==> src/rtl/decode_stage_pkg.sv <==
// Shared decode types for the front end.
// Contents: major-opcode constants, opcode class enum, arithmetic-kind enum,
// stage occupancy states, the decoded-entry struct and small helper
// functions mapping funct3 to an arithmetic kind.
package opcode_type;

    localparam int MAX_XLEN = 64;

    localparam logic [6:0] OPC_LOAD      = 7'b0000011;
    localparam logic [6:0] OPC_MISC_MEM  = 7'b0001111;
    localparam logic [6:0] OPC_OP_IMM    = 7'b0010011;
    localparam logic [6:0] OPC_AUIPC     = 7'b0010111;
    localparam logic [6:0] OPC_OP_IMM_32 = 7'b0011011;
    localparam logic [6:0] OPC_STORE     = 7'b0100011;
    localparam logic [6:0] OPC_OP        = 7'b0110011;
    localparam logic [6:0] OPC_LUI       = 7'b0110111;
    localparam logic [6:0] OPC_OP_32     = 7'b0111011;
    localparam logic [6:0] OPC_BRANCH    = 7'b1100011;
    localparam logic [6:0] OPC_JALR      = 7'b1100111;
    localparam logic [6:0] OPC_JAL       = 7'b1101111;
    localparam logic [6:0] OPC_SYSTEM    = 7'b1110011;

    // invalid must stay ordinal 0 so an all-zero entry reads as invalid
    typedef enum logic [3:0] {
        invalid, lui_type, auipc_type, jal_type, jalr_type, branch_type,
        load_type, store_type, imm_arith_type, reg_arith_type, fence_type,
        system_type
    } opcode_t;

    // M-extension kinds sit after rak_and so earlier ordinals never move
    typedef enum logic [4:0] {
        rak_invalid, rak_add, rak_sub, rak_sll, rak_slt, rak_sltu, rak_xor,
        rak_srl, rak_sra, rak_or, rak_and,
        rak_mul, rak_mulh, rak_mulhsu, rak_mulhu, rak_div, rak_divu,
        rak_rem, rak_remu
    } reg_arith_kind_t;

    typedef enum logic [1:0] {ST_EMPTY, ST_ONE, ST_TWO} stage_state_t;

    // imm is always carried at full width; the stage truncates to XLEN
    typedef struct packed {
        opcode_t             opcode;
        reg_arith_kind_t     rak;
        logic [4:0]          rd;
        logic [4:0]          rs1;
        logic [4:0]          rs2;
        logic [2:0]          funct3;
        logic [MAX_XLEN-1:0] imm;
        logic                word;
        logic                illegal;
    } decoded_t;

    // alt selects sub/sra (instr[30]) for the funct3 codes that have one
    function automatic reg_arith_kind_t base_rak(input logic [2:0] f3, input logic alt);
        case (f3)
            3'b000:  return alt ? rak_sub : rak_add;
            3'b001:  return rak_sll;
            3'b010:  return rak_slt;
            3'b011:  return rak_sltu;
            3'b100:  return rak_xor;
            3'b101:  return alt ? rak_sra : rak_srl;
            3'b110:  return rak_or;
            default: return rak_and;
        endcase
    endfunction

    function automatic reg_arith_kind_t m_rak(input logic [2:0] f3);
        case (f3)
            3'b000:  return rak_mul;
            3'b001:  return rak_mulh;
            3'b010:  return rak_mulhsu;
            3'b011:  return rak_mulhu;
            3'b100:  return rak_div;
            3'b101:  return rak_divu;
            3'b110:  return rak_rem;
            default: return rak_remu;
        endcase
    endfunction

endpackage

==> src/rtl/decode_stage_comb.sv <==
// Purely combinational RV32/RV64 instruction decoder.
// Ports: i_instr (raw 32-bit instruction) -> o_dec (decoded_t). Any
// encoding not legal for the configured XLEN/ENABLE_M produces an
// all-zero entry with illegal=1 (opcode reads as invalid).
module decode_comb
    import opcode_type::*;
#(
    parameter int XLEN     = 32,
    parameter int ENABLE_M = 1
) (
    input  logic [31:0] i_instr,
    output decoded_t    o_dec
);

    logic [6:0]          w_opc;
    logic [2:0]          w_f3;
    logic [6:0]          w_f7;
    logic                w_rv64;
    logic                w_m;
    logic [MAX_XLEN-1:0] w_imm_i, w_imm_s, w_imm_b, w_imm_u, w_imm_j;
    decoded_t            w_dec;
    logic                w_ok;

    assign w_opc  = i_instr[6:0];
    assign w_f3   = i_instr[14:12];
    assign w_f7   = i_instr[31:25];
    assign w_rv64 = (XLEN == 64);
    assign w_m    = (ENABLE_M != 0);

    assign w_imm_i = {{52{i_instr[31]}}, i_instr[31:20]};
    assign w_imm_s = {{52{i_instr[31]}}, i_instr[31:25], i_instr[11:7]};
    assign w_imm_b = {{51{i_instr[31]}}, i_instr[31], i_instr[7], i_instr[30:25], i_instr[11:8], 1'b0};
    assign w_imm_u = {{32{i_instr[31]}}, i_instr[31:12], 12'b0};
    assign w_imm_j = {{43{i_instr[31]}}, i_instr[31], i_instr[19:12], i_instr[20], i_instr[30:21], 1'b0};

    always_comb begin
        w_dec = '0;
        w_ok  = 1'b1;
        case (w_opc)
            OPC_LUI: begin
                w_dec.opcode = lui_type;   w_dec.rd = i_instr[11:7]; w_dec.imm = w_imm_u;
            end
            OPC_AUIPC: begin
                w_dec.opcode = auipc_type; w_dec.rd = i_instr[11:7]; w_dec.imm = w_imm_u;
            end
            OPC_JAL: begin
                w_dec.opcode = jal_type;   w_dec.rd = i_instr[11:7]; w_dec.imm = w_imm_j;
            end
            OPC_JALR, OPC_LOAD, OPC_MISC_MEM, OPC_SYSTEM, OPC_OP_IMM, OPC_OP_IMM_32: begin
                w_dec.rd = i_instr[11:7]; w_dec.rs1 = i_instr[19:15];
                w_dec.funct3 = w_f3;      w_dec.imm = w_imm_i;
                case (w_opc)
                    OPC_JALR: begin
                        w_dec.opcode = jalr_type; w_ok = (w_f3 == 3'b000);
                    end
                    OPC_LOAD: begin
                        w_dec.opcode = load_type;
                        // ld/lwu exist only on RV64
                        w_ok = (w_f3 != 3'b111) && (w_rv64 || (w_f3 != 3'b011 && w_f3 != 3'b110));
                    end
                    OPC_MISC_MEM: w_dec.opcode = fence_type;
                    OPC_SYSTEM:   w_dec.opcode = system_type;
                    OPC_OP_IMM: begin
                        w_dec.opcode = imm_arith_type;
                        w_dec.rak    = base_rak(w_f3, (w_f3 == 3'b101) && i_instr[30]);
                        // shamt[5] (instr[25]) is only meaningful on RV64
                        if (w_f3 == 3'b001)
                            w_ok = (i_instr[31:26] == 6'b0) && (w_rv64 || !i_instr[25]);
                        else if (w_f3 == 3'b101)
                            w_ok = (i_instr[31:26] == 6'b000000 || i_instr[31:26] == 6'b010000)
                                   && (w_rv64 || !i_instr[25]);
                    end
                    default: begin
                        w_dec.opcode = imm_arith_type;
                        w_dec.word   = 1'b1;
                        w_dec.rak    = base_rak(w_f3, (w_f3 == 3'b101) && i_instr[30]);
                        case (w_f3)
                            3'b000:  w_ok = w_rv64;
                            3'b001:  w_ok = w_rv64 && (w_f7 == 7'b0000000);
                            3'b101:  w_ok = w_rv64 && (w_f7 == 7'b0000000 || w_f7 == 7'b0100000);
                            default: w_ok = 1'b0;
                        endcase
                    end
                endcase
            end
            OPC_STORE, OPC_BRANCH: begin
                w_dec.rs1 = i_instr[19:15]; w_dec.rs2 = i_instr[24:20]; w_dec.funct3 = w_f3;
                if (w_opc == OPC_STORE) begin
                    w_dec.opcode = store_type; w_dec.imm = w_imm_s;
                    w_ok = !w_f3[2] && (w_rv64 || w_f3 != 3'b011);
                end else begin
                    w_dec.opcode = branch_type; w_dec.imm = w_imm_b;
                    w_ok = (w_f3[2:1] != 2'b01);
                end
            end
            OPC_OP, OPC_OP_32: begin
                w_dec.opcode = reg_arith_type;
                w_dec.rd  = i_instr[11:7]; w_dec.rs1 = i_instr[19:15];
                w_dec.rs2 = i_instr[24:20]; w_dec.funct3 = w_f3;
                w_dec.word = (w_opc == OPC_OP_32);
                if (w_f7 == 7'b0000001) begin
                    w_dec.rak = m_rak(w_f3);
                    w_ok = w_m;
                end else if (w_f7 == 7'b0000000) begin
                    w_dec.rak = base_rak(w_f3, 1'b0);
                end else if (w_f7 == 7'b0100000 && (w_f3 == 3'b000 || w_f3 == 3'b101)) begin
                    w_dec.rak = base_rak(w_f3, 1'b1);
                end else begin
                    w_ok = 1'b0;
                end
                // the *W group is RV64 only and lacks slt/sltu/xor/or/and and mulh*
                if (w_opc == OPC_OP_32)
                    w_ok = w_ok && w_rv64 && ((w_f7 == 7'b0000001) ?
                           (w_f3 == 3'b000 || w_f3[2]) :
                           (w_f3 == 3'b000 || w_f3 == 3'b001 || w_f3 == 3'b101));
            end
            default: w_ok = 1'b0;
        endcase

        o_dec = '0;
        o_dec.illegal = 1'b1;
        if (w_ok)
            o_dec = w_dec;
    end

endmodule

==> src/rtl/decode_stage.sv <==
// Decode pipeline stage with a two-entry (main + skid) output buffer.
// Ports: clk/rst (async active-high), flush; upstream in_valid/in_ready/
// in_instr/in_pc; downstream out_valid/out_ready and the decoded fields
// out_opcode, out_rak, out_rd/rs1/rs2, out_funct3, out_imm, out_pc,
// out_word, out_illegal. in_ready is registered so it never depends
// combinationally on out_ready.
module decode_stage
    import opcode_type::*;
#(
    parameter int XLEN     = 32,
    parameter int ENABLE_M = 1
) (
    input  logic            clk,
    input  logic            rst,
    input  logic            flush,
    input  logic            in_valid,
    output logic            in_ready,
    input  logic [31:0]     in_instr,
    input  logic [XLEN-1:0] in_pc,
    output logic            out_valid,
    input  logic            out_ready,
    output opcode_t         out_opcode,
    output reg_arith_kind_t out_rak,
    output logic [4:0]      out_rd,
    output logic [4:0]      out_rs1,
    output logic [4:0]      out_rs2,
    output logic [2:0]      out_funct3,
    output logic [XLEN-1:0] out_imm,
    output logic [XLEN-1:0] out_pc,
    output logic            out_word,
    output logic            out_illegal
);

    typedef struct packed {
        opcode_t         opcode;
        reg_arith_kind_t rak;
        logic [4:0]      rd;
        logic [4:0]      rs1;
        logic [4:0]      rs2;
        logic [2:0]      funct3;
        logic [XLEN-1:0] imm;
        logic [XLEN-1:0] pc;
        logic            word;
        logic            illegal;
    } entry_t;

    decoded_t     w_dec;
    entry_t       w_new;
    entry_t       r_main, w_main_next;
    entry_t       r_skid, w_skid_next;
    stage_state_t r_state, w_state_next;
    logic         r_in_ready;
    logic         w_push, w_pop;

    decode_comb #(.XLEN(XLEN), .ENABLE_M(ENABLE_M)) u_decode_comb (
        .i_instr (in_instr),
        .o_dec   (w_dec)
    );

    // upper immediate bits are pure sign copies on a narrow datapath
    if (XLEN < MAX_XLEN) begin : g_narrow
        logic w_imm_unused;
        assign w_imm_unused = ^w_dec.imm[MAX_XLEN-1:XLEN];
    end

    always_comb begin
        w_new         = '0;
        w_new.opcode  = w_dec.opcode;
        w_new.rak     = w_dec.rak;
        w_new.rd      = w_dec.rd;
        w_new.rs1     = w_dec.rs1;
        w_new.rs2     = w_dec.rs2;
        w_new.funct3  = w_dec.funct3;
        w_new.imm     = w_dec.imm[XLEN-1:0];
        w_new.pc      = in_pc;
        w_new.word    = w_dec.word;
        w_new.illegal = w_dec.illegal;
    end

    assign w_push    = in_valid && r_in_ready;
    assign out_valid = (r_state != ST_EMPTY);
    assign w_pop     = out_valid && out_ready;
    assign in_ready  = r_in_ready;

    // main always holds the oldest entry; skid only fills when main stalls
    always_comb begin
        w_state_next = r_state;
        w_main_next  = r_main;
        w_skid_next  = r_skid;
        if (flush) begin
            w_state_next = ST_EMPTY;
        end else begin
            case (r_state)
                ST_EMPTY: if (w_push) begin
                    w_state_next = ST_ONE;
                    w_main_next  = w_new;
                end
                ST_ONE: begin
                    if (w_push && w_pop) begin
                        w_main_next = w_new;
                    end else if (w_push) begin
                        w_state_next = ST_TWO;
                        w_skid_next  = w_new;
                    end else if (w_pop) begin
                        w_state_next = ST_EMPTY;
                    end
                end
                ST_TWO: if (w_pop) begin
                    w_state_next = ST_ONE;
                    w_main_next  = r_skid;
                end
                default: w_state_next = ST_EMPTY;
            endcase
        end
    end

    always_ff @(posedge clk or posedge rst) begin
        if (rst) begin
            r_state    <= ST_EMPTY;
            r_in_ready <= 1'b1;
            r_main     <= '0;
            r_skid     <= '0;
        end else begin
            r_state    <= w_state_next;
            r_in_ready <= (w_state_next != ST_TWO);
            r_main     <= w_main_next;
            r_skid     <= w_skid_next;
        end
    end

    assign out_opcode  = r_main.opcode;
    assign out_rak     = r_main.rak;
    assign out_rd      = r_main.rd;
    assign out_rs1     = r_main.rs1;
    assign out_rs2     = r_main.rs2;
    assign out_funct3  = r_main.funct3;
    assign out_imm     = r_main.imm;
    assign out_pc      = r_main.pc;
    assign out_word    = r_main.word;
    assign out_illegal = r_main.illegal;

endmodule

==> config.mk <==
export PLATFORM = sky130hd
export DESIGN_NAME = decode_stage
export DESIGN_NICKNAME = d
export VERILOG_FILES = /design/src/rtl/decode_stage_pkg.sv /design/src/rtl/decode_stage_comb.sv /design/src/rtl/decode_stage.sv
export SDC_FILE = /design/constraint.sdc
export NUM_CORES = 1
export LEC_CHECK = 0
export CORE_MARGIN = 4
export CORE_UTILIZATION = 54
export DETAILED_ROUTE_END_ITERATION = 10
export PLACE_DENSITY = 0.81
export SYNTH_ARGS = -nofsm -noshare
export SYNTH_HDL_FRONTEND = slang
export SYNTH_HIERARCHICAL = 1
export SYNTH_SLANG_ARGS = --single-unit
==> constraint.sdc <==
create_clock -name clk -period 7.65 [get_ports clk]
set_input_delay 1.53 -clock clk [delete_from_list [all_inputs] [get_ports clk]]
set_output_delay 1.53 -clock clk [all_outputs]
set_load 0.01 [all_outputs]
Word level (Yosys, flattened, before mapping). Index checks and enable logic that the tools add are counted.

Flip-flop bits (word level): 189. Bits of input ports: 69. Logic and storage cells: 132.

Equality and inequality tests: 32. Muxes and demuxes: 43. Bitwise operators: 2. Reductions and logical operators: 33.

Operators by type and width (count): 93-bit 2-to-1 mux (4); 93-bit one-hot mux with 3 select lines (1); 64-bit one-hot mux with 4 select lines (1); 5-bit one-hot mux with 7 select lines (2); 4-bit one-hot mux with 7 select lines (2); 7-bit by 6-bit equality test with 1-bit output (second input constant) (5); 5-bit 2-to-1 mux (7); 7-bit equality test (second input constant) (4); 4-bit one-hot mux with 6 select lines (1); 7-bit by 5-bit equality test with 1-bit output (second input constant) (3); 2-bit 2-to-1 mux (8); 4-bit one-hot mux with 4 select lines (1); 12-bit 2-to-1 mux (1); 11-bit OR reduction (1); 1-bit logical AND (10); 5-bit one-hot mux with 2 select lines (1); 10-bit OR reduction (1); 3-bit equality test (second input constant) (3); 1-bit 2-to-1 mux (8); 2-bit != test (second input constant) (4); 1-bit one-hot mux with 4 select lines (2); 2-bit OR reduction (4); 4-bit OR reduction (2); 7-bit by 1-bit equality test with 1-bit output (second input constant) (1); 28 further kinds (33).

Depth between registers and ports, before layout.
Word-level depth: 11. Gate-level depth with buffers: 11. Gate-level depth less buffers: 9.

Hierarchy. The synthesis kept the hierarchy.

Modules (own cells, without submodules): decode_stage (instances 1, cells an instance 721, area an instance 7766.2 um^2, seq. area each 4730.8 um^2); decode_comb (instances 1, cells an instance 328, area an instance 1853.0 um^2, seq. area each 0.0 um^2).

Worst setup path after synthesis. No wires, ideal clock.

Path type: input -> register. Start point: input port in_instr[27]. End point: register r_skid[65] (netlist bit). Setup time: 0.073 ns. Data arrival time: 4.281 ns. Path slack: 3.296 ns. Cell stages on the path: 7. Buffers on the path: 1. Cells stage by stage: or4_4 o31a_2 nor4_2 nor4_2 buf_2 nor2b_1 mux2_2.

RTL lines: start: declaration (RTL line decode_stage.sv:18) `input logic [31:0] in_instr,`; end signal: assignment (RTL line decode_stage.sv:127) `r_skid <= w_skid_next;`; end: declaration (RTL line decode_stage.sv:50) `entry_t r_skid, w_skid_next;`.

==> results by group <==
Global route
  • Largest net degree at the start of global routing: 136
  • GR Util All Layers: 0.253
  • First-pass GRT wire length: 40.2 mm
  • Vias in the first global route: 7449
  • GRT overflow: 0
  • Initial antenna violation count: 0

Status
  • Status: completed

Placed design
  • Post-Place Cells: ~1300
  • Post-DP HPWL: 16.1 mm
  • Gpl congestion: 0.893
  • Buffers added on ports: approximately 160

STA
  • Slew Viols, Final: 0
  • Fin Clk Skew: 8.42 ps
  • Fin. Hold Viols: 0
  • Max Freq: 230 MHz
  • Worst slew pin tran: 1170 ps
  • Final setup viols: 0
  • Fin crit period: 4340 ps
  • Slew HR: 0.222
  • RSZ-0062 raised after global routing: no
  • Period utilization: 0.567
  • Setup TNS: 0 ps
  • WHS: a little over 500 ps

Floorplanning
  • Die area: 19500 sq um
  • I/O Pins: 164
  • Die height: 140 um
  • Starting Density: 0.558
  • Core Area: around 17000 sq um
  • FP Rows: 47
  • Chip Width: 140 um

Clock network
  • Inserted Clock Buffers: 17
  • Sink Count: 189
  • Clock-pin slew on the worst setup and hold paths: 70 ps
  • Post CTS Setup Buffer Count: 0
  • Hold-fix buffers at CTS: 0
  • Clock insertion delay at the later pin of the skew report: 430 ps
  • CTS tree: done
  • Root buffer cell: clkbuf_16
  • CTS max path bufs: 2
  • H-tree Lvls: 4
  • Post_cts resized: 0

Worst setup path
  • Critical path class: input pin to flop
  • Cell breakdown of the critical path: clkdlybuf4s50_1 > or2_2 > a21o_1 > a221oi_1 > o21ai_0 > a21oi_1 > nand2_1 > a31oi_1
  • Cells on worst reg2reg path: 6
  • Worst Path Required: 8000 ps
  • R2r endpoint: out_imm[7]$_DFFE_PP0P_
  • Crit path DAT: 4690 ps
  • R2r setup slk: 5120 ps
  • Startpoint Class: input pin
  • Worst-path fanout max: 19
  • Critical path's largest stage delay: ~940 ps
  • Reg-to-reg startpoint: in_ready$_DFF_PP1_
  • Buf/Inv on CP: 1
  • Top Family by Delay on Critical Path: compound AO/OA/AOI/OAI gates
  • Crit. End Element: flop
  • CP max stage cell: a221oi_1

Cells and area
  • Number of nets in the layout: about 1200
  • Commonest cells after routing, fill and taps aside: nand2_1 (236), dfrtp_1 (188), clkdlybuf4s50_1 (163)
  • Layout area overhead: 23.9%
  • Final std cells w/o fill: 1357
  • Layout cells sized above 1: 0.136
  • Diode count: 0
  • Commonest non-fill, non-tap cell in the layout: nand2_1
  • Util after Layout: 0.691

Route
  • Iteration-0 DRC Markers: 903
  • DR pass1 iterations: 8
  • Detail-routed via count per cell: 5.93
  • Vias: 8044
  • ANT nets after route: 0
  • Drt wl/cell: 18.4 um
  • Routed WL: 25.0 mm
  • DR DRC count: 0

Synthesis
  • Post-Syn Area: 9380 sq um
  • Synth Area per Inst: 9.22 sq um
  • Synthesis warning total: 6
  • Mapped Nets: 1090
  • Synth Instances: roughly 1000

Min path
  • Worst hold path depth: 1
  • Hold Path End: r_skid[92]$_DFFE_PP0P_
  • Worst hold path startpoint: r_skid[92]$_DFFE_PP0P_
  • Worst hold path type: flop to flop

Power and ir drop
  • Power Dens Cells: 234 nW/um^2
  • Leak Pwr: 4.74 nW
  • Max VDD drop: 0.160 mV

Run
  • Max cap viols: 0
==> how the worst max path moves through the flow <==
stage                start                   endpoint  slack, ps  cells after the start
2_1_floorplan          rst  out_funct3[0]$_DFFE_PP0P_        980                      1
3_3_place_gp   in_instr[6]    out_imm[11]$_DFFE_PP0P_       3020                      8
3_5_place_dp   in_instr[6]     out_imm[1]$_DFFE_PP0P_       2970                      8
4_1_cts        in_instr[6]     out_imm[4]$_DFFE_PP0P_       3410                      8
5_1_grt        in_instr[3]     out_imm[4]$_DFFE_PP0P_       2980                      8
6_report       in_instr[6]     out_imm[1]$_DFFE_PP0P_       3310                      8
==> power by group <==
part / internal, mW / switching [mW] / total, mW / leakage (nW)
Combinational: 0.309 / 0.265 / 0.573 / 2.10
Clock: 0.512 / 0.388 / 0.900 / 0.288
Sequential: 1.15 / 0.0897 / 1.24 / 2.36
==> layer usage <==
metal / global-route usage / up-vias / wire (um)
li1: - / 3733 / -
met1: 0.359 / 3903 / 10800
met2: 0.386 / 359 / 11400
met3: 0.0621 / 49 / 2090
met4: 0.0821 / 0 / 623
met5: 0 / - / 0
==> stage by stage <==
stage	area, sq um	setup WS, ps	total power [mW]
floorplan	9380	980	1.52
global placement	11000	3020	1.81
detailed placement	11000	2970	1.83
CTS	11600	3410	2.73
global route	11600	2980	2.84
finish	11600	3310	2.71
==> flip-flops by register name, indices dropped and copies added (netlist names) <==
signal,count
r_skid,93
out_imm,32
out_pc,32
out_rak,5
out_rd,5
out_rs1,5
out_rs2,5
out_opcode,4
out_funct3,3
r_state,2
in_ready,1
out_illegal,1
out_word,1
==> final cells by class <==
type	instances	area, sq um
Sequential cell	189	4730
Fill cell	1293	5200
Timing Repair Buffer	174	1710
Inverter	5	26.3
Multi-Input combinational cell	737	4270
Clock inverter	11	130
Tap cell	220	275
Clock buffer	21	470
Note: power is estimated with default switching activity, not from simulation.
